===== config.mk =====
export PLATFORM = sky130hd
export DESIGN_NAME = adc_spi_scan_ctrl
export DESIGN_NICKNAME = d
export VERILOG_FILES = /design/src/rtl/adc_spi_scan_ctrl.sv
export SDC_FILE = /design/constraint.sdc
export NUM_CORES = 1
export LEC_CHECK = 0
export CAP_MARGIN = 20
export CORE_MARGIN = 1
export CORE_UTILIZATION = 55
export CTS_BUF_LIST = sky130_fd_sc_hd__clkbuf_2
export DETAILED_ROUTE_END_ITERATION = 10
export GPL_ROUTABILITY_DRIVEN = 0
export PLACE_DENSITY = 0.77
export SLEW_MARGIN = 20
export SYNTH_ARGS = -nofsm -noshare
export SYNTH_HDL_FRONTEND = slang
export SYNTH_SLANG_ARGS = --single-unit

===== constraint.sdc =====
create_clock -name clk_clk -period 4.1 [get_ports clk_clk]
set_input_delay 0.82 -clock clk_clk [delete_from_list [all_inputs] [get_ports clk_clk]]
set_output_delay 0.82 -clock clk_clk [all_outputs]
set_load 0.1 [all_outputs]

===== src/rtl/adc_spi_scan_ctrl.sv =====
// rtl/adc_spi_scan_ctrl.sv - multi-channel averaging SPI scan sequencer for an ADC128S022-class ADC
module adc_spi_scan_ctrl #(
    parameter int NUM_CH   = 8,
    parameter int CLK_DIV  = 2,
    parameter int AVG_LOG2 = 0
) (
    input  logic        clk_clk,
    input  logic        reset_reset,
    input  logic        start,
    input  logic        continuous,
    input  logic [7:0]  ch_mask,
    output logic        sclk,
    output logic        cs_n,
    output logic        din,
    input  logic        dout,
    output logic        busy,
    output logic        result_valid,
    output logic [2:0]  result_ch,
    output logic [11:0] result_data,
    output logic        scan_done
);

    localparam logic [2:0] S_IDLE     = 3'd0;
    localparam logic [2:0] S_CS_SETUP = 3'd1;
    localparam logic [2:0] S_SCLK_LO  = 3'd2;
    localparam logic [2:0] S_SCLK_HI  = 3'd3;
    localparam logic [2:0] S_CS_GAP   = 3'd4;

    localparam int CNT_W = $clog2(CLK_DIV);
    localparam int REP_W = (AVG_LOG2 > 0) ? AVG_LOG2 : 1;
    localparam int ACC_W = 12 + AVG_LOG2;

    localparam logic [CNT_W-1:0] DIV_LAST = CNT_W'(CLK_DIV - 1);
    localparam logic [REP_W-1:0] REP_LAST = REP_W'((1 << AVG_LOG2) - 1);
    localparam logic [7:0]       CH_VALID = 8'((9'd1 << NUM_CH) - 9'd1);

    logic [2:0]       state;
    logic [CNT_W-1:0] div_cnt;
    logic [3:0]       bit_cnt;
    logic             pending;
    logic [7:0]       mask_l;
    logic [11:0]      shift;
    logic [ACC_W-1:0] acc;

    // Address of the frame on the wire and what the sequencer knows about it.
    logic [2:0]       cur_ch;
    logic [REP_W-1:0] cur_rep;
    logic             cur_trail;
    // The ADC returns data one frame late, so the data arriving now belongs
    // to the previous frame's address.
    logic [2:0]       prev_ch;
    logic             prev_valid;
    logic             prev_last_rep;
    logic             prev_last_ch;
    logic             scan_end;

    logic [7:0]       mask_in;
    logic [3:0]       first_in;
    logic [3:0]       first_l;
    logic [3:0]       nxt;
    logic [ACC_W-1:0] acc_sum;
    logic             div_done;
    logic             cur_last_rep;

    // Lowest set bit of m at or above 'from'; bit 3 set means none found.
    function automatic logic [3:0] find_from(input logic [7:0] m, input logic [3:0] from);
        logic [3:0] r;
        r = 4'b1000;
        for (int i = 7; i >= 0; i--) begin
            if (m[i] && (4'(i) >= from)) begin
                r = {1'b0, 3'(i)};
            end
        end
        return r;
    endfunction

    // Frame bits 2..4 carry the channel address MSB first; all others are 0.
    function automatic logic addr_bit(input logic [3:0] idx, input logic [2:0] ch);
        case (idx)
            4'd2:    return ch[2];
            4'd3:    return ch[1];
            4'd4:    return ch[0];
            default: return 1'b0;
        endcase
    endfunction

    always_comb begin
        mask_in      = ch_mask & CH_VALID;
        first_in     = find_from(mask_in, 4'd0);
        first_l      = find_from(mask_l, 4'd0);
        nxt          = find_from(mask_l, {1'b0, cur_ch} + 4'd1);
        acc_sum      = acc + ACC_W'(shift);
        div_done     = (div_cnt == DIV_LAST);
        cur_last_rep = (cur_rep == REP_LAST);
    end

    always_ff @(posedge clk_clk) begin
        if (reset_reset) begin
            state         <= S_IDLE;
            div_cnt       <= '0;
            bit_cnt       <= '0;
            pending       <= 1'b0;
            mask_l        <= '0;
            shift         <= '0;
            acc           <= '0;
            cur_ch        <= '0;
            cur_rep       <= '0;
            cur_trail     <= 1'b0;
            prev_ch       <= '0;
            prev_valid    <= 1'b0;
            prev_last_rep <= 1'b0;
            prev_last_ch  <= 1'b0;
            scan_end      <= 1'b0;
            sclk          <= 1'b1;
            cs_n          <= 1'b1;
            din           <= 1'b0;
            busy          <= 1'b0;
            result_valid  <= 1'b0;
            result_ch     <= '0;
            result_data   <= '0;
            scan_done     <= 1'b0;
        end else begin
            result_valid <= 1'b0;
            scan_done    <= 1'b0;
            if (state != S_IDLE) begin
                div_cnt <= div_done ? '0 : div_cnt + CNT_W'(1);
            end

            case (state)
                S_IDLE: begin
                    // One registered step between sampling start and
                    // asserting cs_n: the mask is latched first, then the
                    // first channel is looked up from the latched copy.
                    if (pending) begin
                        pending    <= 1'b0;
                        state      <= S_CS_SETUP;
                        cs_n       <= 1'b0;
                        busy       <= 1'b1;
                        div_cnt    <= '0;
                        bit_cnt    <= '0;
                        cur_ch     <= first_l[2:0];
                        cur_rep    <= '0;
                        cur_trail  <= 1'b0;
                        prev_valid <= 1'b0;
                        acc        <= '0;
                    end else if (start && !first_in[3]) begin
                        pending <= 1'b1;
                        mask_l  <= mask_in;
                    end
                end

                S_CS_SETUP: begin
                    if (div_done) begin
                        state <= S_SCLK_LO;
                        sclk  <= 1'b0;
                        din   <= addr_bit(4'd0, cur_ch);
                    end
                end

                S_SCLK_LO: begin
                    if (div_done) begin
                        state <= S_SCLK_HI;
                        sclk  <= 1'b1;
                        // Only the last 12 of the 16 bits are conversion data.
                        shift <= {shift[10:0], dout};
                    end
                end

                S_SCLK_HI: begin
                    if (div_done) begin
                        if (bit_cnt == 4'd15) begin
                            state    <= S_CS_GAP;
                            cs_n     <= 1'b1;
                            bit_cnt  <= '0;
                            scan_end <= cur_trail;

                            if (prev_valid) begin
                                if (prev_last_rep) begin
                                    result_valid <= 1'b1;
                                    result_ch    <= prev_ch;
                                    result_data  <= acc_sum[AVG_LOG2 +: 12];
                                    scan_done    <= prev_last_ch;
                                    acc          <= '0;
                                end else begin
                                    acc <= acc_sum;
                                end
                            end

                            prev_valid    <= !cur_trail;
                            prev_ch       <= cur_ch;
                            prev_last_rep <= cur_last_rep;
                            prev_last_ch  <= nxt[3];

                            if (!cur_trail) begin
                                if (!cur_last_rep) begin
                                    cur_rep <= cur_rep + REP_W'(1);
                                end else if (!nxt[3]) begin
                                    cur_ch  <= nxt[2:0];
                                    cur_rep <= '0;
                                end else begin
                                    // Extra frame addressing channel 0 only
                                    // to clock out the last conversion.
                                    cur_trail <= 1'b1;
                                    cur_ch    <= '0;
                                    cur_rep   <= '0;
                                end
                            end
                        end else begin
                            bit_cnt <= bit_cnt + 4'd1;
                            state   <= S_SCLK_LO;
                            sclk    <= 1'b0;
                            din     <= addr_bit(bit_cnt + 4'd1, cur_ch);
                        end
                    end
                end

                S_CS_GAP: begin
                    if (div_done) begin
                        if (!scan_end) begin
                            state <= S_CS_SETUP;
                            cs_n  <= 1'b0;
                        end else if (continuous && !first_in[3]) begin
                            mask_l     <= mask_in;
                            state      <= S_CS_SETUP;
                            cs_n       <= 1'b0;
                            cur_ch     <= first_in[2:0];
                            cur_rep    <= '0;
                            cur_trail  <= 1'b0;
                            prev_valid <= 1'b0;
                            acc        <= '0;
                        end else begin
                            state <= S_IDLE;
                            busy  <= 1'b0;
                        end
                    end
                end

                default: begin
                    state <= S_IDLE;
                end
            endcase
        end
    end

endmodule


Word-level counts from Yosys, hierarchy flattened:

Cells that the tools add are included.

* add/subtract/negate cells: 5
* multiplexer cells: 106
* magnitude comparators: 8
* reductions and logical operators: 35
* equality and inequality tests: 24
* bitwise gates (word level): 6

Operators with widths (count)
* $mux W12: 8
* $mux W4: 19
* $mux W3: 23
* $mux W8: 5
* $mux W1: 38
* $pmux W12 S3: 1
* $ne A2 B2 Y1 const B: 15
* $reduce_and A5 Y1: 4
* $pmux W1 S3: 6
* $ge A3 B4 Y1 const A: 4
* $pmux W8 S2: 1
* $reduce_and A8 Y1: 2
* $pmux W3 S5: 1
* $add A12 B12 Y12: 1
* $reduce_and A6 Y1: 2
* $logic_and A1 B1 Y1: 10
* $pmux W3 S3: 1
* $reduce_and A9 Y1: 1
* $reduce_bool A3 Y1: 3
* $eq A4 B2 Y1 const B: 2
* $ge A1 B4 Y1 const A: 2
* $ge A2 B4 Y1 const A: 2
* $pmux W4 S2: 1
* $reduce_and A7 Y1: 1
* other kinds (19): 31

* flip-flop bits (word level): 74
* input bits: 13
* word-level logic and storage cells: 207
* output and inout bits: 21

Logic depth before layout (Yosys ltp):

Gate-level depths: netlist (run 1).

* depth after elaboration: 17
* gate-level depth with buffers: 9
* gate-level depth less buffers: 8

Worst setup path after synthesis (run 1):

Ideal clock, no wire load.

* path type: in2reg
* from: input ch_mask[7]
* to: register mask_l[0]
* data required time: 3972 ps
* cell stages on the path: 6
* setup time: 128 ps
* slack: 1813 ps
* data arrival time: 2159 ps
* buffers on the path: 0
* cells stage by stage: or4_4 nor3_1 a21oi_1 nand2_2 mux2i_1 nor2_1

* cells in the longest elaborated chain, start to end: 12
* elaborated cells between the ends (all ways): 14
* those cells by class: eq/ne (2); mux (8); reduce/logical (4)

Ends and longest elaborated chain
* from (decl): RTL line 11 `input logic [7:0] ch_mask,`
* $mux W4 (*) (8 in series): RTL line 70 `if (m[i] && (4'(i) >= from)) begin`
* $logic_not A1 Y1 (*): RTL line 146, 222
* $logic_and A1 B1 Y1 (on tied branches): RTL line 222, 146
* $ne A2 B2 Y1 (no source line)
* $reduce_and A6 Y1 (no source line) (*)
* to (signal assigned): RTL line 148 `mask_l <= mask_in;`
* to (signal assigned): RTL line 223 `mask_l <= mask_in;`
* to (decl): RTL line 41 `logic [7:0] mask_l;`

Mark *: on every way between the ends. The rest lies on a longest branch, timed or not.
A chain may end at the register's enable or synchronous reset.

Worst setup path in the final report (run 1):

* from: register cs_n
* to: output cs_n

RTL lines
* from (decl): RTL line 13 `output logic cs_n,`
* from (signal assigned): RTL line 115 `cs_n <= 1'b1;`
* from (signal assigned): RTL line 137 `cs_n <= 1'b0;`
* from (signal assigned): RTL line 173 `cs_n <= 1'b1;`

No word-level cell between the ends.

==> results of run 1 <==
==> registers in the layout (all words and copies together), names as in the netlist, 3 cells and up <==
register     cells
result_ch        3
state            3
bit_cnt          4
prev_ch          3
mask_l           8
cur_ch           3
result_data     12
acc             12
shift           12
==> layer usage <==
metal,routed length [µm],part of all wire
met4,81,0.0096
met2,3710,0.44
met5,0,0
met3,395,0.047
met1,4260,0.50
==> power breakdown <==
| part | switching, mW | internal [mW] | total, mW |
|---|---|---|---|
| Clock | 0.252 | 0.197 | 0.449 |
| Combinational | 0.105 | 0.0661 | 0.171 |
| Sequential | 0.0323 | 0.726 | 0.758 |
==> logic make-up after synthesis <==
group                    share of synthesized area
multiplexers                                0.0365
buffers and inverters                       0.0443
flip-flops                                   0.381
XOR/XNOR                                    0.0274
AND/OR/NAND/NOR                              0.229
adder cells (fa/ha/maj)                     0.0639
AO/OA/AOI/OAI                                0.219
==> layout make-up <==
cell class,count,area share
clock buffer,9,0.0105
sequential,73,0.340
timing repair buffer,36,0.0809
inverter,14,0.0122
tap,80,0.0233
multi-input combinational,362,0.514
clock inverter,7,0.0195
==> layout by cell type, fill, tap and decap left out, drive strengths merged, types with 11 or more instances in the layout <==
| master | netlist | routed |
|---|---|---|
| inv | 14 | 15 |
| o21ai | 11 | 11 |
| clkdlybuf4s50 | 0 | 32 |
| nand3 | 12 | 12 |
| a21oi | 59 | 59 |
| nand2 | 79 | 79 |
| mux2i | 14 | 14 |
| nor3 | 12 | 12 |
| ha | 18 | 18 |
| nor2 | 58 | 58 |
| a22oi | 12 | 12 |
| dfxtp | 73 | 73 |
==> worst max path at each step <==
stage	depth (start not counted)	slack, ns	from	to
2_1_floorplan	6	1.81	ch_mask[7]	mask_l[0]
6_report	1	1.27	cs_n	cs_n
3_3_place_gp	7	1.21	ch_mask[7]	mask_l[5]
3_5_place_dp	7	1.11	ch_mask[7]	mask_l[6]
5_1_grt	1	1.17	result_ch[0]	result_ch[0]
4_1_cts	1	1.23	cs_n	cs_n
==> results.sh, run 1 <==
export IMPL_outcome="finished clean"
export IMPL_r2r_end="cur_trail"
export IMPL_synth_fp_nets=506
export IMPL_avgViaCountPerCell=5.92
export IMPL_fin_crit_ns=2.83
export IMPL_finalSetupTns_ns=0
export IMPL_slowest_stage="clkdlybuf4s50_1"
export IMPL_finalPower_mw=1.38
export IMPL_overflow=0
export IMPL_cp_num_buf_inv=1
export IMPL_ctsResizeCount=0
export IMPL_final_core_util=0.636
export IMPL_worst_r2r_path_depth=7
export IMPL_cp_start_kind="flip-flop"
export IMPL_placed_area_um2=4170
export IMPL_synth_common_cells="nand2_1 (77), dfxtp_1 (73), a21oi_1 (58)"
export IMPL_crit_family="buffers and inverters"
export IMPL_synthDistinctLibCells=65
export IMPL_grt_max_degree=41
export IMPL_cts_setup_buffers=0
export IMPL_rsz0062_at_grt="no"
export IMPL_stdcell_count=581
export IMPL_io_pins=34
export IMPL_place_port_buffers=33
export IMPL_synth_ff_type="dfxtp_1"
export IMPL_met2_usage=0.379
export IMPL_hold_start="result_data[1]"
export IMPL_critPathKind="reg -> out"
export IMPL_drive_gt1_frac=0.0579
export IMPL_multi_input_area_um2=2210
export IMPL_wl_per_cell_um=14.5
export IMPL_synth_edff_count=0
export IMPL_finalNetCount=528
export IMPL_synth_top_cell_by_area="dfxtp_1"
export IMPL_first_iter_violations=224
export IMPL_finalInstanceArea_um2=4300
export IMPL_vias=3438
export IMPL_yosysSeqAreaShare=0.381
export IMPL_cts_buffers=9
export IMPL_max_stage_delay_ns=1.13
export IMPL_hold_end="result_data[1]"
export IMPL_fillers=589
export IMPL_avgSynthCellArea_um2=8.10
export IMPL_cp_cell_sequence="clkdlybuf4s50_1"
export IMPL_cts_sinks=73
export IMPL_whs_path_depth=2
export IMPL_hold_ws_ns=0.466
export IMPL_die_w_um=85.6
export IMPL_synth_warnings=0
export IMPL_ys_async_sr_fraction=0
export IMPL_core_rowCount=30
export IMPL_fin_crit_sh=0.691
export IMPL_synth_top_area_frac=0.381
export IMPL_power_leakage_nw=1.59
export IMPL_h_tree_depth=3
export IMPL_skew_ns=0.0241
export IMPL_worst_pin_slew_ns=0.978
export IMPL_dpl_hpwl_um=6140
export IMPL_rrSetupSlack_ns=1.53
export IMPL_ant_nets=0
export IMPL_holdCritPathClass="reg -> reg"
export IMPL_finalWirelength_um=8450
export IMPL_clk_latency_ns=0.49
export IMPL_drcViolationCount=0
export IMPL_area_delta_synth_final_pct=12.0
export IMPL_yosys_register_bits=73
export IMPL_setup_violations=0
export IMPL_die_h_um=85.6
export IMPL_firstDrtPassIters=5
export IMPL_cp_arrival_ns=2.01
export IMPL_netlist_area_um2=3840
export IMPL_cap_violations=0
export IMPL_reg2reg_from="cur_ch[1]"
export IMPL_dp_cells=565
export IMPL_fmax_ghz=0.353
export IMPL_grt_busiest_layer="met2"
export IMPL_place_ws_ns=1.11
export IMPL_vdd_drop_max_mv=0.143
export IMPL_max_slew_margin=0.346
export IMPL_regArea_um2=1460
export IMPL_slew_viol_final=0
export IMPL_grt_antenna_before_repair=0
export IMPL_gr_usage_met1=0.362
export IMPL_power_per_cell_area_nw_per_um2=320
export IMPL_critical_path_required_ns=3.28
export IMPL_synth_area_top_cells="dfxtp_1 (38%), a21oi_1 (7.6%), nand2_1 (7.5%)"
export IMPL_worstSetupEndpointType="output pin"
export IMPL_clock_path_buffers=2
export IMPL_clk_pin_slew_ns=0.20
export IMPL_worstPathMaxFanout=2
export IMPL_dieArea_um2=7320
export IMPL_grt_pass1_vias=3171
export IMPL_tritoncts="done"
export IMPL_postCtsHoldBufs=0
export IMPL_use_met3=0.0520
export IMPL_grt_usage=0.250
export IMPL_diodes=0
export IMPL_grt_first_pass_wirelength_um=14600
export IMPL_netlist_instances=474
export IMPL_initial_utilization=0.568
export IMPL_core_um2=6760
export IMPL_finalHoldViolCount=0
export IMPL_yosysMostFrequentCell="nand2_1"
export IMPL_setup_ws_ns=1.27
export IMPL_root_buffer="clkbuf_2"
(Power assumes the default switching activity.)
==> run 2: changes to the inputs <==
clock period = 2.95 ns   (was 4.1 ns; I/O delays follow)
==> results.sh, run 2 (synthesis gave the netlist of run 1 again) <==
export IMPL_clk_latency_ns=0.51
export IMPL_tritoncts="done"
export IMPL_grt_max_degree=47
export IMPL_power_per_cell_area_nw_per_um2=450
export IMPL_max_stage_delay_ns=0.57
export IMPL_root_buffer="clkbuf_2"
export IMPL_startpoint="cur_ch[1]"
export IMPL_finalHoldViolCount=0
export IMPL_finalNetCount=532
export IMPL_overflow=0
export IMPL_holdCritPathClass="reg -> reg"
export IMPL_clock_path_buffers=2
export IMPL_outcome="finished clean"
export IMPL_fin_crit_sh=0.839
export IMPL_dpl_hpwl_um=6130
export IMPL_grt_usage=0.245
export IMPL_cp_arrival_ns=2.91
export IMPL_core_um2=6760
export IMPL_fin_crit_ns=2.48
export IMPL_crit_family="compound AO/OA/AOI/OAI gates"
export IMPL_critPathKind="reg -> reg"
export IMPL_first_iter_violations=183
export IMPL_finalSetupTns_ns=0
export IMPL_cts_sinks=73
export IMPL_grt_pass1_vias=3002
export IMPL_final_core_util=0.635
export IMPL_slew_viol_final=0
export IMPL_ant_nets=0
export IMPL_cap_violations=0
export IMPL_core_rowCount=30
export IMPL_cp_num_buf_inv=0
export IMPL_place_port_buffers=33
export IMPL_clk_pin_slew_ns=0.20
export IMPL_hold_start="prev_ch[2]"
export IMPL_power_leakage_nw=1.66
export IMPL_reg2reg_from="cur_ch[1]"
export IMPL_setup_violations=0
export IMPL_cp_start_kind="flip-flop"
export IMPL_firstDrtPassIters=4
export IMPL_io_pins=34
export IMPL_final_common_cell="nand2_1"
export IMPL_dieArea_um2=7320
export IMPL_vias=3392
export IMPL_worstSetupEndpointType="flip-flop"
export IMPL_reg_top3="acc x12, result_data x12, shift x12"
export IMPL_fmax_ghz=0.404
export IMPL_cts_buffers=9
export IMPL_grt_first_pass_wirelength_um=14400
export IMPL_ctsResizeCount=0
export IMPL_wl_per_cell_um=14.4
export IMPL_cp_cell_sequence="ha_1, xnor2_1, or3_1, a311o_1, nor2_1, a31oi_1, a211oi_1"
export IMPL_drive_gt1_frac=0.113
export IMPL_skew_ns=0.0323
export IMPL_h_tree_depth=3
export IMPL_die_h_um=85.6
export IMPL_drcViolationCount=0
export IMPL_avgViaCountPerCell=5.80
export IMPL_vdd_drop_max_mv=0.260
export IMPL_finalWirelength_um=8400
export IMPL_grt_antenna_before_repair=0
export IMPL_area_delta_synth_final_pct=11.8
export IMPL_worst_pin_slew_ns=0.589
export IMPL_die_w_um=85.6
export IMPL_critical_path_required_ns=3.38
export IMPL_diodes=0
export IMPL_max_slew_margin=0.606
export IMPL_layout_common_cells="nand2_1 (77), dfxtp_1 (73), a21oi_1 (58)"
export IMPL_cts_setup_buffers=0
export IMPL_postCtsHoldBufs=0
export IMPL_rsz0062_at_grt="no"
export IMPL_worstPathMaxFanout=10
export IMPL_slowest_stage="dfxtp_1"
export IMPL_initial_utilization=0.568
==> run 2: changes by cell type in the layout (fill, tap and decap cells not counted) <==
cell,before,now
clkinv_1,4,1
clkinv_4,0,1
clkinv_2,0,2
clkbuf_2,9,10
clkdlybuf4s50_1,32,11
buf_4,3,27
buf_12,0,1
inv_6,1,0
==> run 2: path summary, 6_finish.rpt <==
kind | to | slack [ns] | cells after the start
hold / removal | result_ch[2] | 0.45 | 2
setup reg to reg | cur_trail | 0.47 | 7
hold reg to reg | result_ch[2] | 0.45 | 2
setup / recovery | cur_trail | 0.47 | 7
==> run 2: cell type report <==
type	instances	area, µm²
repair buffers	40	338
clock inverters	6	82.6
clock buffers	10	50.0
inverters	14	52.6
well taps	80	100
multi-input cells	362	2210
flip-flops and latches	73	1460
fillers	601	2460
==> run 2: routing by layer <==
| layer | part of all wire | vias up | GRT usage |
|---|---|---|---|
| li1 | - | 1740 | - |
| met1 | 0.51 | 1554 | 0.365 |
| met2 | 0.44 | 88 | 0.364 |
| met3 | 0.043 | 10 | 0.0366 |
| met4 | 0.011 | 0 | 0.0833 |
| met5 | 0 | - | 0 |
==> run 2: metrics by stage <==
stage	power, mW	instance area [µm²]	setup slack [ns]	hold slack [ns]	std cells
3_3_place_gp	1.31	4160	0.297	0.433	569
5_1_grt	2.01	4290	0.205	0.490	585
6_report	1.93	4290	0.474	0.453	585
4_1_cts	1.93	4290	0.478	0.467	585
3_5_place_dp	1.31	4160	0.242	0.437	569
2_1_floorplan	1.24	3840	0.784	0.423	474
==> run 2: where the power goes <==
group | total (mW) | switching [mW] | internal (mW)
clock network | 0.637 | 0.357 | 0.280
registers | 1.04 | 0.0350 | 1.01
logic | 0.252 | 0.154 | 0.0976
total | 1.93 | 0.546 | 1.39
==> run 2: tightest hold or removal path: cells and delay by family (launching register included) <==
family / cells / cell delay, ns
DFF: 1 / 0.35
AOI/OAI and AO/OA: 1 / 0.05
and+or+nand+nor: 1 / 0.05
==> run 3: changes to the inputs <==
CORE_UTILIZATION = 54   (was 55)
PLACE_DENSITY = 0.78   (was 0.77)
clock period = 2.2 ns   (was 2.95 ns; I/O delays follow)
==> results.sh, run 3 (synthesis gave the netlist of run 1 again) <==
export IMPL_power_per_cell_area_nw_per_um2=526
export IMPL_cts_sinks=73
export IMPL_setup_violations=0
export IMPL_fin_crit_ns=2.12
export IMPL_reg2reg_from="cur_ch[0]"
export IMPL_io_pins=34
export IMPL_max_stage_delay_ns=0.44
export IMPL_stdcell_count=632
export IMPL_cp_arrival_ns=2.56
export IMPL_grt_first_pass_wirelength_um=15200
export IMPL_ant_nets=0
export IMPL_grt_max_degree=31
export IMPL_worstSetupEndpointType="flip-flop"
export IMPL_grt_antenna_before_repair=0
export IMPL_whs_path_depth=2
export IMPL_initial_utilization=0.562
export IMPL_vias=3533
export IMPL_diodes=0
export IMPL_finalNetCount=564
export IMPL_wl_per_cell_um=14.4
export IMPL_finalWirelength_um=9100
export IMPL_dp_cells=615
export IMPL_layout_common_cells="nand2_1 (77), dfxtp_1 (64), buf_4 (59)"
export IMPL_drcViolationCount=0
export IMPL_avgViaCountPerCell=5.59
export IMPL_first_iter_violations=269
export IMPL_place_port_buffers=33
export IMPL_cp_start_kind="flip-flop"
export IMPL_grt_pass1_vias=3209
export IMPL_critical_path_required_ns=2.64
export IMPL_cts_buffers=9
export IMPL_outcome="finished clean"
export IMPL_critPathKind="reg -> reg"
export IMPL_drive_gt1_frac=0.198
export IMPL_hold_end="prev_last_rep"
export IMPL_crit_family="compound AO/OA/AOI/OAI gates"
export IMPL_hold_start="reset_reset"
export IMPL_fmax_ghz=0.473
export IMPL_worst_pin_slew_ns=0.576
export IMPL_tritoncts="done"
export IMPL_dpl_hpwl_um=6510
export IMPL_r2r_end="prev_last_ch"
export IMPL_crit_path_frequent_cell="buf_4"
export IMPL_worst_r2r_path_depth=10
export IMPL_cp_num_buf_inv=3
export IMPL_grt_usage=0.257
export IMPL_core_rowCount=30
export IMPL_slowest_stage="dfxtp_2"
export IMPL_worstPathMaxFanout=6
export IMPL_max_slew_margin=0.616
export IMPL_h_tree_depth=3
export IMPL_cp_cell_sequence="inv_1, ha_1, nor3b_1, a211oi_2, a311o_1, nor2_2, buf_4, buf_4, nand2_1, a21oi_1"
export IMPL_power_leakage_nw=1.80
export IMPL_vdd_drop_max_mv=0.268
export IMPL_cap_violations=0
export IMPL_rrSetupSlack_ns=0.08
export IMPL_core_um2=6830
export IMPL_finalHoldViolCount=0
export IMPL_slew_viol_final=0
export IMPL_finalPower_mw=2.40
export IMPL_dieArea_um2=7450
export IMPL_final_common_cell="nand2_1"
export IMPL_fin_crit_sh=0.962
export IMPL_firstDrtPassIters=4
export IMPL_root_buffer="clkbuf_2"
export IMPL_area_delta_synth_final_pct=18.8
export IMPL_clk_latency_ns=0.51
export IMPL_die_h_um=86.3
export IMPL_clock_path_buffers=2
export IMPL_clk_pin_slew_ns=0.19
export IMPL_overflow=0
export IMPL_reg_top3="acc x12, result_data x12, shift x12"
export IMPL_holdCritPathClass="in -> reg"
export IMPL_die_w_um=86.3
export IMPL_skew_ns=0.0271
## run 3: report_power, final
group	total, mW	switching, mW	internal (mW)	leakage, nW
Clock	0.604	0.459	0.145	0.0552
Combinational	0.401	0.232	0.169	1.15
Sequential	1.39	0.0412	1.35	0.595
Total	2.40	0.732	1.67	1.80
## run 3: layout make-up
cell class,count,area [µm²]
Tap cell,96,120
Clock buffer,11,55.1
Timing Repair Buffer,72,578
Inverter,14,52.6
Fill cell,603,2270
Multi-Input combinational cell,362,2260
Sequential cell,73,1470
Clock inverter,4,21.3
## run 3: worst max-delay path by stage
stage	startpoint	depth (start not counted)	slack, ns	endpoint
2_1_floorplan	cur_ch[1]	9	0.03	cur_trail
3_3_place_gp	ch_mask[7]	8	-0.21	state[0]
3_5_place_dp	ch_mask[7]	8	-0.24	state[0]
4_1_cts	acc[1]	7	0.01	acc[11]
5_1_grt	cur_ch[0]	8	-0.07	cur_trail
6_report	cur_ch[0]	10	0.08	prev_last_ch
## run 3: through the flow
step | setup slack, ns | instance area, µm² | hold slack [ns] | TNS (ns) | utilization
finish | 0.0838 | 4560 | 0.407 | 0 | 0.668
global route | -0.0731 | 4560 | 0.430 | -0.145 | 0.668
CTS | 0.0145 | 4490 | 0.399 | 0 | 0.658
detailed placement | -0.242 | 4410 | 0.448 | -4.74 | 0.645
global placement | -0.205 | 4410 | 0.442 | -3.84 | 0.645
floorplan | 0.0335 | 3840 | 0.423 | 0 | -
## run 3: layer usage
metal / GRT usage / routed length, µm
met2: 0.405 / 4160
met5: 0 / 0
met4: 0.0788 / 92
met1: 0.363 / 4380
met3: 0.0381 / 469
## run 3: what timing repair did
action,4_1_cts,5_1_grt
endpoints found under the hold margin,0,0
hold buffers,0,0
pin swaps,0,10
buffers inserted,0,2
endpoints found under the setup margin,3,8
resized for setup,4,15
